[src/rtl/serv_pkg.sv]
// Shared constants and helpers for the narrow-datapath SERV state logic.
package serv_pkg;
  localparam int XLEN  = 32;
  localparam int CNT_W = 5;

  // Only power-of-two slice widths that divide XLEN evenly are supported.
  function automatic bit legal_w(input int w);
    return (w == 1) || (w == 2) || (w == 4) || (w == 8);
  endfunction
endpackage

[src/rtl/serv_bitcnt.sv]
// W-step bit counter: one pass walks o_cnt from 0 to 32-W, then returns to idle.
module serv_bitcnt
  import serv_pkg::*;
#(
  parameter int W = 1
) (
  input  logic             i_clk,
  input  logic             i_rst_n,
  input  logic             i_start,
  output logic [CNT_W-1:0] o_cnt,
  output logic             o_cnt_en,
  output logic             o_cnt0,
  output logic             o_cnt_done
);
  localparam logic [CNT_W-1:0] STEP = CNT_W'(W);
  localparam logic [CNT_W-1:0] LAST = CNT_W'(XLEN - W);

  logic [CNT_W-1:0] r_cnt;
  logic             r_cnt_en;
  logic             w_done;

  assign w_done = r_cnt_en & (r_cnt == LAST);

  // The final increment wraps to zero, leaving the idle state at o_cnt = 0.
  always_ff @(posedge i_clk) begin
    if (!i_rst_n) begin
      r_cnt    <= '0;
      r_cnt_en <= 1'b0;
    end else if (r_cnt_en) begin
      r_cnt <= r_cnt + STEP;
      if (w_done) r_cnt_en <= 1'b0;
    end else if (i_start) begin
      r_cnt_en <= 1'b1;
    end
  end

  assign o_cnt      = r_cnt;
  assign o_cnt_en   = r_cnt_en;
  assign o_cnt0     = r_cnt_en & (r_cnt == '0);
  assign o_cnt_done = w_done;
endmodule

[src/rtl/serv_state_wide.sv]
// Instruction sequencing for a W-bit-per-cycle SERV core: INIT/RUN stages,
// bus/RF/MDU handshakes, branch decision and misalignment trap capture.
module serv_state_wide
  import serv_pkg::*;
#(
  parameter int W              = 1,
  parameter int WITH_CSR       = 1,
  parameter int MDU            = 0,
  parameter     RESET_STRATEGY = "MINI"
) (
  input  logic       i_clk,
  input  logic       i_rst_n,
  input  logic       i_new_irq,
  input  logic       i_ibus_ack,
  output logic       o_ibus_cyc,
  input  logic       i_dbus_ack,
  output logic       o_dbus_cyc,
  input  logic       i_mem_misalign,
  input  logic       i_ctrl_misalign,
  output logic       o_rf_rreq,
  output logic       o_rf_wreq,
  input  logic       i_rf_ready,
  output logic       o_rf_rd_en,
  input  logic       i_cond_branch,
  input  logic       i_bne_or_bge,
  input  logic       i_alu_cmp,
  input  logic       i_branch_op,
  input  logic       i_mem_op,
  input  logic       i_shift_op,
  input  logic       i_sh_right,
  input  logic       i_slt_op,
  input  logic       i_e_op,
  input  logic       i_rd_op,
  input  logic       i_mdu_op,
  input  logic       i_sh_done,
  output logic       o_mdu_valid,
  input  logic       i_mdu_ready,
  output logic [4:0] o_cnt,
  output logic       o_cnt_en,
  output logic       o_cnt0,
  output logic       o_cnt_done,
  output logic       o_init,
  output logic       o_ctrl_pc_en,
  output logic       o_ctrl_jump,
  output logic       o_ctrl_trap,
  output logic [1:0] o_mem_bytecnt,
  output logic       o_bufreg_en
);
  localparam logic HAS_CSR  = 1'(WITH_CSR != 0);
  localparam logic HAS_MDU  = 1'(MDU != 0);
  localparam logic RST_CTRL = 1'(RESET_STRATEGY != "NONE");

  if (!legal_w(W)) begin : g_illegal_w
    $error("serv_state_wide: W must be 1, 2, 4 or 8");
  end

  logic r_init_done;
  logic r_ctrl_jump;
  logic r_trap;
  logic r_stage_two_req;
  logic r_ibus_cyc;
  logic w_two_stage;
  logic w_take_branch;
  logic w_cnt_en;
  logic w_cnt_done;

  serv_bitcnt #(.W(W)) u_bitcnt (
    .i_clk      (i_clk),
    .i_rst_n    (i_rst_n),
    .i_start    (i_rf_ready),
    .o_cnt      (o_cnt),
    .o_cnt_en   (w_cnt_en),
    .o_cnt0     (o_cnt0),
    .o_cnt_done (w_cnt_done)
  );

  assign w_two_stage   = i_slt_op | i_mem_op | i_branch_op | i_shift_op | (HAS_MDU & i_mdu_op);
  assign w_take_branch = i_branch_op & (~i_cond_branch | (i_alu_cmp ^ i_bne_or_bge));

  assign o_cnt_en      = w_cnt_en;
  assign o_cnt_done    = w_cnt_done;
  assign o_mem_bytecnt = o_cnt[4:3];
  assign o_init        = w_two_stage & ~i_new_irq & ~r_init_done;
  assign o_ctrl_pc_en  = w_cnt_en & ~o_init;
  assign o_ctrl_jump   = r_ctrl_jump;
  assign o_ctrl_trap   = HAS_CSR & (i_e_op | i_new_irq | r_trap);
  assign o_ibus_cyc    = r_ibus_cyc & i_rst_n;
  assign o_dbus_cyc    = ~w_cnt_en & r_init_done & i_mem_op & ~i_mem_misalign;
  assign o_mdu_valid   = HAS_MDU & ~w_cnt_en & r_init_done & i_mdu_op;
  assign o_rf_rd_en    = i_rd_op & ~o_init;
  assign o_rf_rreq     = i_ibus_ack | (r_stage_two_req & r_trap);

  // A captured trap suppresses every writeback source.
  assign o_rf_wreq = ~r_trap &
                     ((i_shift_op & (i_sh_done | ~i_sh_right) & ~w_cnt_en & r_init_done) |
                      (i_mem_op & i_dbus_ack) |
                      (HAS_MDU & i_mdu_ready) |
                      (r_stage_two_req & (i_slt_op | i_branch_op)));

  assign o_bufreg_en = (w_cnt_en & (o_init | o_ctrl_trap | i_branch_op)) |
                       (i_shift_op & ~r_stage_two_req & (i_sh_right | i_sh_done));

  // Held in reset during i_rst_n so the first cycle after release fetches.
  always_ff @(posedge i_clk) begin
    if (!i_rst_n) begin
      r_ibus_cyc      <= 1'b1;
      r_stage_two_req <= 1'b0;
    end else begin
      r_stage_two_req <= w_cnt_done & o_init;
      if (i_ibus_ack | w_cnt_done) r_ibus_cyc <= o_ctrl_pc_en;
    end
  end

  always_ff @(posedge i_clk) begin
    if (!i_rst_n && RST_CTRL) begin
      r_init_done <= 1'b0;
      r_ctrl_jump <= 1'b0;
      r_trap      <= 1'b0;
    end else if (w_cnt_done) begin
      r_init_done <= o_init;
      r_ctrl_jump <= o_init & w_take_branch;
      r_trap      <= HAS_CSR & o_init &
                     ((w_take_branch & i_ctrl_misalign) | (i_mem_op & i_mem_misalign));
    end
  end
endmodule
[config.mk]
export PLATFORM = sky130hd
export DESIGN_NAME = serv_state_wide
export DESIGN_NICKNAME = d
export VERILOG_FILES = /design/src/rtl/serv_pkg.sv /design/src/rtl/serv_bitcnt.sv /design/src/rtl/serv_state_wide.sv
export SDC_FILE = /design/constraint.sdc
export NUM_CORES = 1
export LEC_CHECK = 0
export ABC_AREA = 1
export BUFFER_PORTS_ARGS = -buffer_cell sky130_fd_sc_hd__buf_2
export CAP_MARGIN = 20
export CORE_MARGIN = 10
export CORE_UTILIZATION = 40
export DETAILED_ROUTE_END_ITERATION = 10
export GPL_ROUTABILITY_DRIVEN = 0
export PLACE_DENSITY_LB_ADDON = 0.15
export SYNTH_ARGS = -nofsm -noshare
export SYNTH_HDL_FRONTEND = slang
export SYNTH_SLANG_ARGS = --single-unit
[constraint.sdc]
create_clock -name i_clk -period 4.1 [get_ports i_clk]
set_input_delay 0.41 -clock i_clk [delete_from_list [all_inputs] [get_ports i_clk]]
set_output_delay 0.41 -clock i_clk [all_outputs]
set_load 0.005 [all_outputs]
==> flow_metrics.env <==
export IMPL_drtAntennaViolNets=0
export IMPL_yosysUniqueCellTypes=21
export IMPL_rows=14
export IMPL_synth_fp_nets=128
export IMPL_finalCriticalPeriod_ns=1.940
export IMPL_hpwl_um=1613
export IMPL_worstHoldPathType="in2reg"
export IMPL_start_util_pct=43.89
export IMPL_ys_ff_latch=11
export IMPL_p_per_area_nw_per_um2=267.1
export IMPL_finalWorstSetupSlack_ns=2.160
export IMPL_clk_pin_slew_ns=0.07
export IMPL_htree_levels=1
export IMPL_synth_avg_cell_area_um2=6.653
export IMPL_grt_pass1_vias=723
export IMPL_root_buffer="clkbuf_4"
export IMPL_worstPathMaxFanout=5
export IMPL_cp_end_kind="primary output"
export IMPL_cap_violations=0
export IMPL_avgViaCountPerCell=4.803
export IMPL_area_growth_syn_to_layout_pct=28.21
export IMPL_cts_hold_buf=0
export IMPL_insertion_delay_ns=0.27
export IMPL_netlist_area_um2=691.9
export IMPL_top_level_ports=42
export IMPL_max_freq_mhz=515.6
export IMPL_peakVddDrop_v=0.0001948
export IMPL_nNetsFinal=166
export IMPL_skew_ns=0.005158
export IMPL_antenna_cells=0
export IMPL_grt_ovfl_total=0
export IMPL_reg2reg_depth=10
export IMPL_antenna_found_initial=0
export IMPL_cts_buffers=3
export IMPL_slew_violations=0
export IMPL_reg2reg_to="r_trap$_SDFFE_PN0P_"
export IMPL_r2r_slack_ns=2.54
export IMPL_clock_sinks=11
export IMPL_tns_ns=0
export IMPL_grt_pass1_wl_um=3077
export IMPL_startpoint_type="register"
export IMPL_gr_usage_all_layers_pct=10.80
export IMPL_dp_slack_ns=2.450
export IMPL_crit_start="u_bitcnt.o_cnt[0]$_SDFFE_PN0P_"
export IMPL_num_vias=754
export IMPL_required_ns=3.69
export IMPL_finalSetupViolations=0
export IMPL_dr_pass1_iters=4
export IMPL_drive_gt1_share_pct=33.33
export IMPL_drcViolationCount=0
export IMPL_synth_cells=104
export IMPL_core_um2=1577
export IMPL_grt_setup_unrepaired="false"
export IMPL_synth_seq_area_share_pct=31.83
export IMPL_status="finished clean"
export IMPL_criticalPathCategory="reg2out"
export IMPL_fin_crit_sh_pct=47.31
export IMPL_synth_warnings=0
export IMPL_cts_buffer_depth=2
export IMPL_cts_tree="yes"
export IMPL_endpoint="o_cnt_done"
export IMPL_drt_iter0_markers=10
export IMPL_hold_violations=0
export IMPL_fp_dieH_um=61.59
export IMPL_rr_startpoint="u_bitcnt.o_cnt[0]$_SDFFE_PN0P_"
export IMPL_fillCellCount=180
export IMPL_post_cts_setup_buffers=0
export IMPL_cts_resized=0
export IMPL_grt_max_degree=11
export IMPL_dieArea_um2=3793
export IMPL_p_leak_nw=0.5055
export IMPL_worstPathArrival_ns=1.53
export IMPL_io_buffers=38
export IMPL_drt_total_wl_um=1910
export IMPL_wl_per_cell_um=12.17
export IMPL_fp_dieW_um=61.59
registers in the layout, summed over array words and instances, names as in the netlist:
| register | cells |
|---|---|
| u_bitcnt.o_cnt_en | 1 |
| r_init_done | 1 |
| o_ctrl_jump | 1 |
| r_stage_two_req | 1 |
| r_ibus_cyc | 1 |
| u_bitcnt.o_cnt | 5 |
| r_trap | 1 |
worst min path at each step:
stage | start | endpoint | slack [ns] | cells after the start
2_1_floorplan | o_ctrl_jump$_SDFFE_PN0P_ | o_ctrl_jump$_SDFFE_PN0P_ | 0.47 | 2
3_3_place_gp | o_ctrl_jump$_SDFFE_PN0P_ | o_ctrl_jump$_SDFFE_PN0P_ | 0.46 | 2
3_5_place_dp | o_ctrl_jump$_SDFFE_PN0P_ | o_ctrl_jump$_SDFFE_PN0P_ | 0.47 | 2
4_1_cts | i_ctrl_misalign | r_trap$_SDFFE_PN0P_ | 0.33 | 3
5_1_grt | i_ctrl_misalign | r_trap$_SDFFE_PN0P_ | 0.34 | 3
6_report | i_ctrl_misalign | r_trap$_SDFFE_PN0P_ | 0.33 | 3
power by group:
group | total, mW | switching (mW) | internal [mW] | leakage, nW
registers | 0.116 | 0.00511 | 0.111 | 0.0899
clock network | 0.0758 | 0.0381 | 0.0377 | 0.0150
logic | 0.0452 | 0.0241 | 0.0211 | 0.401
total | 0.237 | 0.0674 | 0.170 | 0.506
layout by cell type (no fill, tap or decap):
master	n
buf_2	38
nand2_1	19
inv_1	19
nor2_1	15
dfxtp_1	11
nor3_1	6
nand3_1	6
o21ai_0	5
a21oi_1	3
ha_1	3
clkbuf_4	3
nor2_2	2
o211ai_1	2
nand2_4	1
a31oi_1	1
nand3b_1	1
inv_2	1
nor2_4	1
nand3_4	1
o21ai_1	1
conb_1	1
clkbuf_1	1
critical path, stage by stage, from the launching register on:
cell and delay, ns:
dfxtp_1 0.37, ha_1 0.18, inv_1 0.05, nor3_1 0.14, ha_1 0.24, nand2_4 0.10
inv_1 0.07, buf_2 0.11
kinds of logic after synthesis:
group | Yosys count | share of synthesized area (%)
compound gates | 12 | 9.582
fa+ha+maj | 3 | 5.426
buf+inv | 25 | 16.82
flops | 11 | 31.83
other cells | 1 | 0.5420
simple gates | 52 | 35.81
layer usage:
layer  global-route usage [%]  part of all wire (%)
met1                    11.23                    41
met4                    2.866                  0.63
met3                    6.173                   9.4
met5                        0                     0
met2                    18.30                    49
synthesized netlist by cell type:
library cell | instances | area, um2
inv_1 | 19 | 71.32
nand2_1 | 19 | 71.32
nor2_1 | 15 | 56.30
dfxtp_1 | 11 | 220.2
nand3_1 | 6 | 30.03
nor3_1 | 6 | 30.03
o21ai_0 | 5 | 25.02
buf_4 | 4 | 30.03
a21oi_1 | 3 | 15.01
ha_1 | 3 | 37.54
nor2_2 | 2 | 12.51
o211ai_1 | 2 | 15.01
a31oi_1 | 1 | 6.260
buf_6 | 1 | 11.26
conb_1 | 1 | 3.750
inv_2 | 1 | 3.750
nand2_4 | 1 | 11.26
nand3_4 | 1 | 17.52
nand3b_1 | 1 | 7.510
nor2_4 | 1 | 11.26
o21ai_1 | 1 | 5.000
area by class of cell:
class / count / area, um2 / share of cell area, %
repair buffers: 38 / 190.2 / 21.44
well taps: 16 / 20.02 / 2.257
inverters: 20 / 75.07 / 8.463
clock buffers: 4 / 26.28 / 2.962
flip-flops and latches: 11 / 220.2 / 24.82
multi-input cells: 68 / 355.3 / 40.06
stage by stage:
step | area, um2 | hold slack (ns) | total power [mW] | instances | util [%]
2_1_floorplan | 691.9 | 0.4675 | 0.1431 | 104 | -
3_3_place_gp | 860.8 | 0.4638 | 0.1630 | 153 | 54.60
3_5_place_dp | 860.8 | 0.4667 | 0.1646 | 153 | 54.60
4_1_cts | 887.1 | 0.3264 | 0.2423 | 157 | 56.27
5_1_grt | 887.1 | 0.3402 | 0.2539 | 157 | 56.27
6_report | 887.1 | 0.3305 | 0.2370 | 157 | 56.27
No activity file was read; power rests on OpenSTA's default activity.
